--- src/rtl/shadow_register_restorer.sv ---
// rtl/shadow_register_restorer.sv - mret frame restore: reload saved registers from the stack and pop the frame (optional mepc/mcause reload under SHADOW_RESTORE_CSR_EN)
module shadow_register_restorer #(
  parameter int DATA_WIDTH       = 64,
  parameter int ADDR_WIDTH       = 5,
  parameter int MAX_OUTSTANDING  = 2,
  parameter int NUM_SHADOW_SAVES = 16
) (
  input  logic                                  clk_i,
  input  logic                                  rst_ni,
  input  logic                                  restore_req_i,
  input  logic                                  flush_i,
  input  logic [DATA_WIDTH-1:0]                 frame_base_i,
  input  logic [$clog2(NUM_SHADOW_SAVES+1)-1:0] save_level_i,
  output logic                                  ld_valid_o,
  input  logic                                  ld_ready_i,
  output logic [DATA_WIDTH-1:0]                 ld_addr_o,
  input  logic                                  ld_rsp_valid_i,
  input  logic [DATA_WIDTH-1:0]                 ld_rsp_data_i,
  output logic                                  rf_we_o,
  output logic [ADDR_WIDTH-1:0]                 rf_waddr_o,
  output logic [DATA_WIDTH-1:0]                 rf_wdata_o,
  output logic                                  csr_we_o,
  output logic                                  csr_sel_o,
  output logic [DATA_WIDTH-1:0]                 csr_wdata_o,
  output logic                                  busy_o,
  output logic                                  done_o,
  output logic                                  level_dec_o,
  output logic                                  err_o
);

`ifdef SHADOW_RESTORE_CSR_EN
  localparam int FRAME_WORDS   = 33;
  localparam int NUM_REG_LOADS = 30;
`else
  localparam int FRAME_WORDS   = 31;
`endif
  // Every frame word except the reserved x2 slot is loaded.
  localparam int NUM_LOADS  = FRAME_WORDS - 1;
  localparam int BYTE_SHIFT = $clog2(DATA_WIDTH / 8);
  localparam int CNT_W      = $clog2(MAX_OUTSTANDING + 1);

  localparam logic [5:0]            LAST_IDX    = 6'(NUM_LOADS - 1);
  localparam logic [CNT_W-1:0]      MAX_CNT     = CNT_W'(MAX_OUTSTANDING);
  localparam logic [DATA_WIDTH-1:0] FRAME_BYTES = DATA_WIDTH'(FRAME_WORDS * (DATA_WIDTH / 8));

  typedef enum logic [2:0] {S_IDLE, S_ISSUE, S_DRAIN, S_WRITE_SP, S_DONE, S_FLUSH} state_t;

  state_t                r_state;
  state_t                w_next_state;
  logic [DATA_WIDTH-1:0] r_base;
  logic [CNT_W-1:0]      r_outstanding;
  logic [5:0]            r_issue_idx;
  logic [5:0]            r_rsp_idx;
  logic                  r_rsp_we;
  logic [ADDR_WIDTH-1:0] r_rsp_waddr;
  logic [DATA_WIDTH-1:0] r_rsp_wdata;
  logic                  r_err;
  logic                  w_start;
  logic                  w_accept;
  logic                  w_rsp;
  logic                  w_rsp_keep;
  logic [5:0]            w_issue_word;

  // Load index n maps to frame word n, skipping word 1 (the x2 slot).
  assign w_issue_word = (r_issue_idx == 6'd0) ? 6'd0 : r_issue_idx + 6'd1;
  assign ld_addr_o    = r_base + (DATA_WIDTH'(w_issue_word) << BYTE_SHIFT);
  assign w_start      = (r_state == S_IDLE) && restore_req_i && (save_level_i != '0);
  assign w_accept     = ld_valid_o && ld_ready_i;
  // Responses only count against a live load; stray ones in IDLE or with nothing pending are dropped.
  assign w_rsp        = ld_rsp_valid_i && (r_state != S_IDLE) && (r_outstanding != '0);
  assign w_rsp_keep   = w_rsp && (r_state != S_FLUSH) && !flush_i;
  assign err_o        = r_err;

`ifdef SHADOW_RESTORE_CSR_EN
  logic r_csr_we;
  logic r_csr_sel;
  assign csr_we_o    = r_csr_we;
  assign csr_sel_o   = r_csr_sel;
  assign csr_wdata_o = r_rsp_wdata;
`else
  assign csr_we_o    = 1'b0;
  assign csr_sel_o   = 1'b0;
  assign csr_wdata_o = '0;
`endif

  // State register.
  always_ff @(posedge clk_i) begin
    if (!rst_ni) r_state <= S_IDLE;
    else         r_state <= w_next_state;
  end

  // Next state, load issue and the rf write mux (sp pop overrides the response path).
  always_comb begin
    w_next_state = r_state;
    ld_valid_o   = 1'b0;
    busy_o       = 1'b0;
    done_o       = 1'b0;
    level_dec_o  = 1'b0;
    rf_we_o      = r_rsp_we;
    rf_waddr_o   = r_rsp_waddr;
    rf_wdata_o   = r_rsp_wdata;
    case (r_state)
      S_IDLE: begin
        if (w_start) w_next_state = S_ISSUE;
      end
      S_ISSUE: begin
        busy_o = 1'b1;
        if (flush_i) begin
          w_next_state = S_FLUSH;
        end else begin
          ld_valid_o = (r_outstanding < MAX_CNT);
          if (ld_valid_o && ld_ready_i && (r_issue_idx == LAST_IDX)) w_next_state = S_DRAIN;
        end
      end
      S_DRAIN: begin
        busy_o = 1'b1;
        if (flush_i)                    w_next_state = S_FLUSH;
        else if (r_outstanding == '0)   w_next_state = S_WRITE_SP;
      end
      S_WRITE_SP: begin
        busy_o = 1'b1;
        if (flush_i) begin
          w_next_state = S_IDLE;
        end else begin
          rf_we_o      = 1'b1;
          rf_waddr_o   = ADDR_WIDTH'(2);
          rf_wdata_o   = r_base + FRAME_BYTES;
          w_next_state = S_DONE;
        end
      end
      S_DONE: begin
        done_o       = 1'b1;
        level_dec_o  = 1'b1;
        w_next_state = S_IDLE;
      end
      S_FLUSH: begin
        busy_o = 1'b1;
        if (r_outstanding == '0) w_next_state = S_IDLE;
      end
      default: w_next_state = S_IDLE;
    endcase
  end

  // Frame base, issue/response indices, outstanding-load counter and the error pulse.
  always_ff @(posedge clk_i) begin
    if (!rst_ni) begin
      r_base        <= '0;
      r_issue_idx   <= '0;
      r_rsp_idx     <= '0;
      r_outstanding <= '0;
      r_err         <= 1'b0;
    end else begin
      if (w_start) begin
        r_base      <= frame_base_i;
        r_issue_idx <= '0;
      end else if (w_accept) begin
        r_issue_idx <= r_issue_idx + 6'd1;
      end
      if (w_start)         r_rsp_idx <= '0;
      else if (w_rsp_keep) r_rsp_idx <= r_rsp_idx + 6'd1;
      if (w_accept && !w_rsp)      r_outstanding <= r_outstanding + CNT_W'(1);
      else if (!w_accept && w_rsp) r_outstanding <= r_outstanding - CNT_W'(1);
      r_err <= (r_state == S_IDLE) && restore_req_i && (save_level_i == '0);
    end
  end

  // Registered response write-back, one cycle after the load data arrives.
  always_ff @(posedge clk_i) begin
    if (!rst_ni) begin
      r_rsp_we    <= 1'b0;
      r_rsp_waddr <= '0;
      r_rsp_wdata <= '0;
`ifdef SHADOW_RESTORE_CSR_EN
      r_csr_we    <= 1'b0;
      r_csr_sel   <= 1'b0;
`endif
    end else begin
      r_rsp_we <= 1'b0;
`ifdef SHADOW_RESTORE_CSR_EN
      r_csr_we <= 1'b0;
      if (w_rsp_keep) begin
        r_rsp_wdata <= ld_rsp_data_i;
        if (r_rsp_idx >= 6'(NUM_REG_LOADS)) begin
          r_csr_we  <= 1'b1;
          r_csr_sel <= (r_rsp_idx != 6'(NUM_REG_LOADS));
        end else begin
          r_rsp_we    <= 1'b1;
          r_rsp_waddr <= ADDR_WIDTH'((r_rsp_idx == 6'd0) ? 6'd1 : r_rsp_idx + 6'd2);
        end
      end
`else
      if (w_rsp_keep) begin
        r_rsp_wdata <= ld_rsp_data_i;
        r_rsp_we    <= 1'b1;
        r_rsp_waddr <= ADDR_WIDTH'((r_rsp_idx == 6'd0) ? 6'd1 : r_rsp_idx + 6'd2);
      end
`endif
    end
  end

endmodule
--- config.mk ---
export PLATFORM = sky130hd
export DESIGN_NAME = shadow_register_restorer
export DESIGN_NICKNAME = d
export VERILOG_FILES = /design/src/rtl/shadow_register_restorer.sv
export SDC_FILE = /design/constraint.sdc
export NUM_CORES = 1
export LEC_CHECK = 0
export ABC_AREA = 1
export BUFFER_PORTS_ARGS = -buffer_cell sky130_fd_sc_hd__clkbuf_2
export CORE_UTILIZATION = 40
export DETAILED_ROUTE_END_ITERATION = 12
export PLACE_DENSITY = 0.7
export SETUP_SLACK_MARGIN = 0.05
export SLEW_MARGIN = 5
export SYNTH_ARGS = -nofsm -noshare
export SYNTH_HDL_FRONTEND = slang
export SYNTH_SLANG_ARGS = --single-unit
--- constraint.sdc ---
create_clock -name clk_i -period 2.98 [get_ports clk_i]
set_input_delay 0.596 -clock clk_i [delete_from_list [all_inputs] [get_ports clk_i]]
set_output_delay 0.596 -clock clk_i [all_outputs]
set_load 0.02 [all_outputs]
==> impl_metrics.env <==
export IMPL_p_seq_share_pct=31.8
export IMPL_p_int_mw=5.20
export IMPL_fin_area_um2=14800
export IMPL_die_h_um=161
export IMPL_antenna_found_initial=0
export IMPL_slew_headroom_pct=50.9
export IMPL_die_area_um2=26000
export IMPL_dpl_hpwl_um=31100
export IMPL_place_ws_ps=-211
export IMPL_cp_end_kind="output port"
export IMPL_combPwrFrac_pct=43.7
export IMPL_syn_area_um2=10100
export IMPL_crit_type="register to output port"
export IMPL_power_density_nw_per_um2=625
export IMPL_cts_buffers=17
export IMPL_synth_top_area_share_pct=30.0
export IMPL_async_flop_share_pct=0
export IMPL_violations="setup timing"
export IMPL_ios=344
export IMPL_fin_crit_sh_pct=116
export IMPL_grt_pass1_wl_um=60400
export IMPL_synthTopCellsByArea="dfxtp_1 (30%), nand2_1 (13%), nor2_1 (11%), o21ai_0 (8.1%), xor2_1 (5.6%)"
export IMPL_crit_fanout=4
export IMPL_grt_overflow=0
export IMPL_portBuffers=277
export IMPL_wl_per_cell_um=17.7
export IMPL_synth_seq_cells=152
export IMPL_vias=11900
export IMPL_synth_cells=1617
export IMPL_placementRows=57
export IMPL_yosys_warnings=0
export IMPL_grt_pass1_vias=10800
export IMPL_cp_data_arrival_time_ps=2870
export IMPL_final_cell_mix="nand2_1 (299), nor2_1 (254), clkbuf_2 (214), o21ai_0 (159), buf_4 (139)"
export IMPL_synth_distinct_cells=42
export IMPL_critPathRequiredTime_ps=2380
export IMPL_p_sw_mw=4.04
export IMPL_swShare_pct=43.7
export IMPL_clk_latency_ps=440
export IMPL_final_common_cell="nand2_1"
export IMPL_fin_crit_ps=3460
export IMPL_drc=0
export IMPL_hold_violations=0
export IMPL_hold_class="input pin to register"
export IMPL_postSynthAreaPerCell_um2=6.27
export IMPL_drt_first_pass_iters=8
export IMPL_p_clk_share_pct=24.5
export IMPL_core_um2=24600
export IMPL_start_kind="register"
export IMPL_via_per_inst=5.10
export IMPL_htreeDepth=4
export IMPL_placed_area_um2=12100
export IMPL_ir_drop_mv=0.389
export IMPL_drv_slew=0
export IMPL_diodes=0
export IMPL_grt_max_degree=75
export IMPL_power_leakage_nw=7.04
export IMPL_nNetsFinal=2139
export IMPL_cts_buffer_depth=2
export IMPL_cts_tree="built"
export IMPL_cts_sinks=152
export IMPL_outcome="finished, violations left"
export IMPL_synth_ff_type="dfxtp_1"
export IMPL_rsz0062_at_grt="yes"
export IMPL_start_util_pct=41.2
export IMPL_hold_buffers=0
export IMPL_max_slew_worst_pin_slew_ps=737
export IMPL_grt_usage_pct=30.3
export IMPL_max_cap_violations=0
export IMPL_setup_viol_count_final=58
export IMPL_synth_largest_area_cell="dfxtp_1"
export IMPL_cts_root_buffer="clkbuf_16"
export IMPL_max_freq_mhz=289
export IMPL_drtAntennaViolNets=0
export IMPL_cts_clk_slew_worst_paths_ps=70
export IMPL_synth_edf_count=0
export IMPL_drt_wl_total_um=41100
export IMPL_clock_skew_ps=11.6
export IMPL_drt_iter0_markers=976
export IMPL_setup_ws_ps=-485
export IMPL_ys_seq_area_share_pct=30.0
export IMPL_area_delta_synth_final_pct=45.7
export IMPL_layout_drive_gt1_share_pct=37.9
export IMPL_die_x_um=161
export IMPL_place_congestion=0.968
[final timing paths]
kind	endpoint	depth (start not counted)	slack, ps	startpoint
setup / recovery	ld_addr_o[45]	17	-480	r_issue_idx[2]
hold / removal	r_rsp_wdata[35]	3	380	ld_rsp_data_i[35]
setup reg to reg	r_outstanding[1]	12	900	r_state[1]
hold reg to reg	r_rsp_waddr[2]	2	470	r_rsp_waddr[2]
[final cells by class]
cell class | count | area (µm²)
tap | 324 | 405
fill | 2323 | 9820
timing repair buffer | 414 | 2820
inverter | 138 | 543
multi-input combinational | 1262 | 7300
sequential | 152 | 3130
clock buffer | 20 | 457
clock inverter | 12 | 131
[flip-flops by register name, summed over array words and instances (netlist names)]
| register | cells |
|---|---|
| r_base | 64 |
| r_rsp_wdata | 64 |
| r_issue_idx | 6 |
| r_rsp_idx | 6 |
| r_rsp_waddr | 5 |
| r_state | 3 |
| r_outstanding | 2 |
| err_o | 1 |
| r_rsp_we | 1 |
[cells in the mapped netlist (all sizes together), types with 2 or more instances]
cell / number
inv: 136
nand2: 374
nand3b: 3
xnor2: 12
nand4: 24
ha: 14
o21bai: 4
nand3: 96
a21oi: 60
nor2: 337
xor2: 65
buf: 92
clkbuf: 38
or2: 4
o21ai: 178
clkinv: 2
nor3: 9
a31oi: 6
dfxtp: 152
[critical path, stage by stage (launching register included)]
cell,delay [ps]
dfxtp_4,370
nor3_4,220
nand3_4,100
buf_4,150
nand2_2,60
inv_2,60
fa_2,370
nand2_2,100
nand2_4,70
nand3_4,80
nand2_4,70
nand2_4,90
buf_6,110
buf_6,90
nor3_4,30
xor2_1,180
buf_4,170
buf_8,110
[kinds of logic (layout without fill, tap and decap cells)]
logic type	Yosys count	in the layout	synth area share [%]
fa+ha+maj	15	15	1.92
buf+inv	268	584	12.9
compound gates	252	252	12.8
xor+xnor	77	77	6.65
flops	152	152	30.0
other cells	1	66	0.0370
mux	1	1	0.0987
simple gates	851	851	35.6
[metal layers]
metal  vias up  GRT usage, %  part of all wire, %
li1       5718             -                    -
met5         -             0                    0
met3        87          5.86                  7.8
met4         0          9.82                  3.2
met1      5522          39.8                   42
met2       524          49.9                   47
[per-stage QoR]
step / power, mW / instances / utilization [%] / hold WS, ps / setup TNS, ps
floorplan: 4.91 / 1682 / - / 430 / 0
global placement: 6.12 / 2244 / 49.1 / 451 / -2760
detailed placement: 6.13 / 2244 / 49.1 / 446 / -4730
CTS: 8.74 / 2293 / 55.4 / 367 / -19840
global route: 9.72 / 2322 / 60.1 / 371 / -26440
finish: 9.24 / 2322 / 60.1 / 379 / -19520
[repair_timing]
item                                    4_1_cts  5_1_grt
gates resized for setup                     217      300
pin swaps                                    38       67
endpoints found under the setup margin      106      123
setup buffers                                17       30
[power groups by stage]
stage / Clock [mW] / Combinational [mW] / Sequential, mW
final: 2.26 / 4.04 / 2.94
after global routing: 2.38 / 4.36 / 2.98
after CTS: 2.28 / 3.59 / 2.86
after detailed placement: 0 / 3.26 / 2.87
after global placement: 0 / 3.25 / 2.87
after floorplan: 0 / 2.20 / 2.71
No activity file was read; power rests on OpenSTA's default activity.
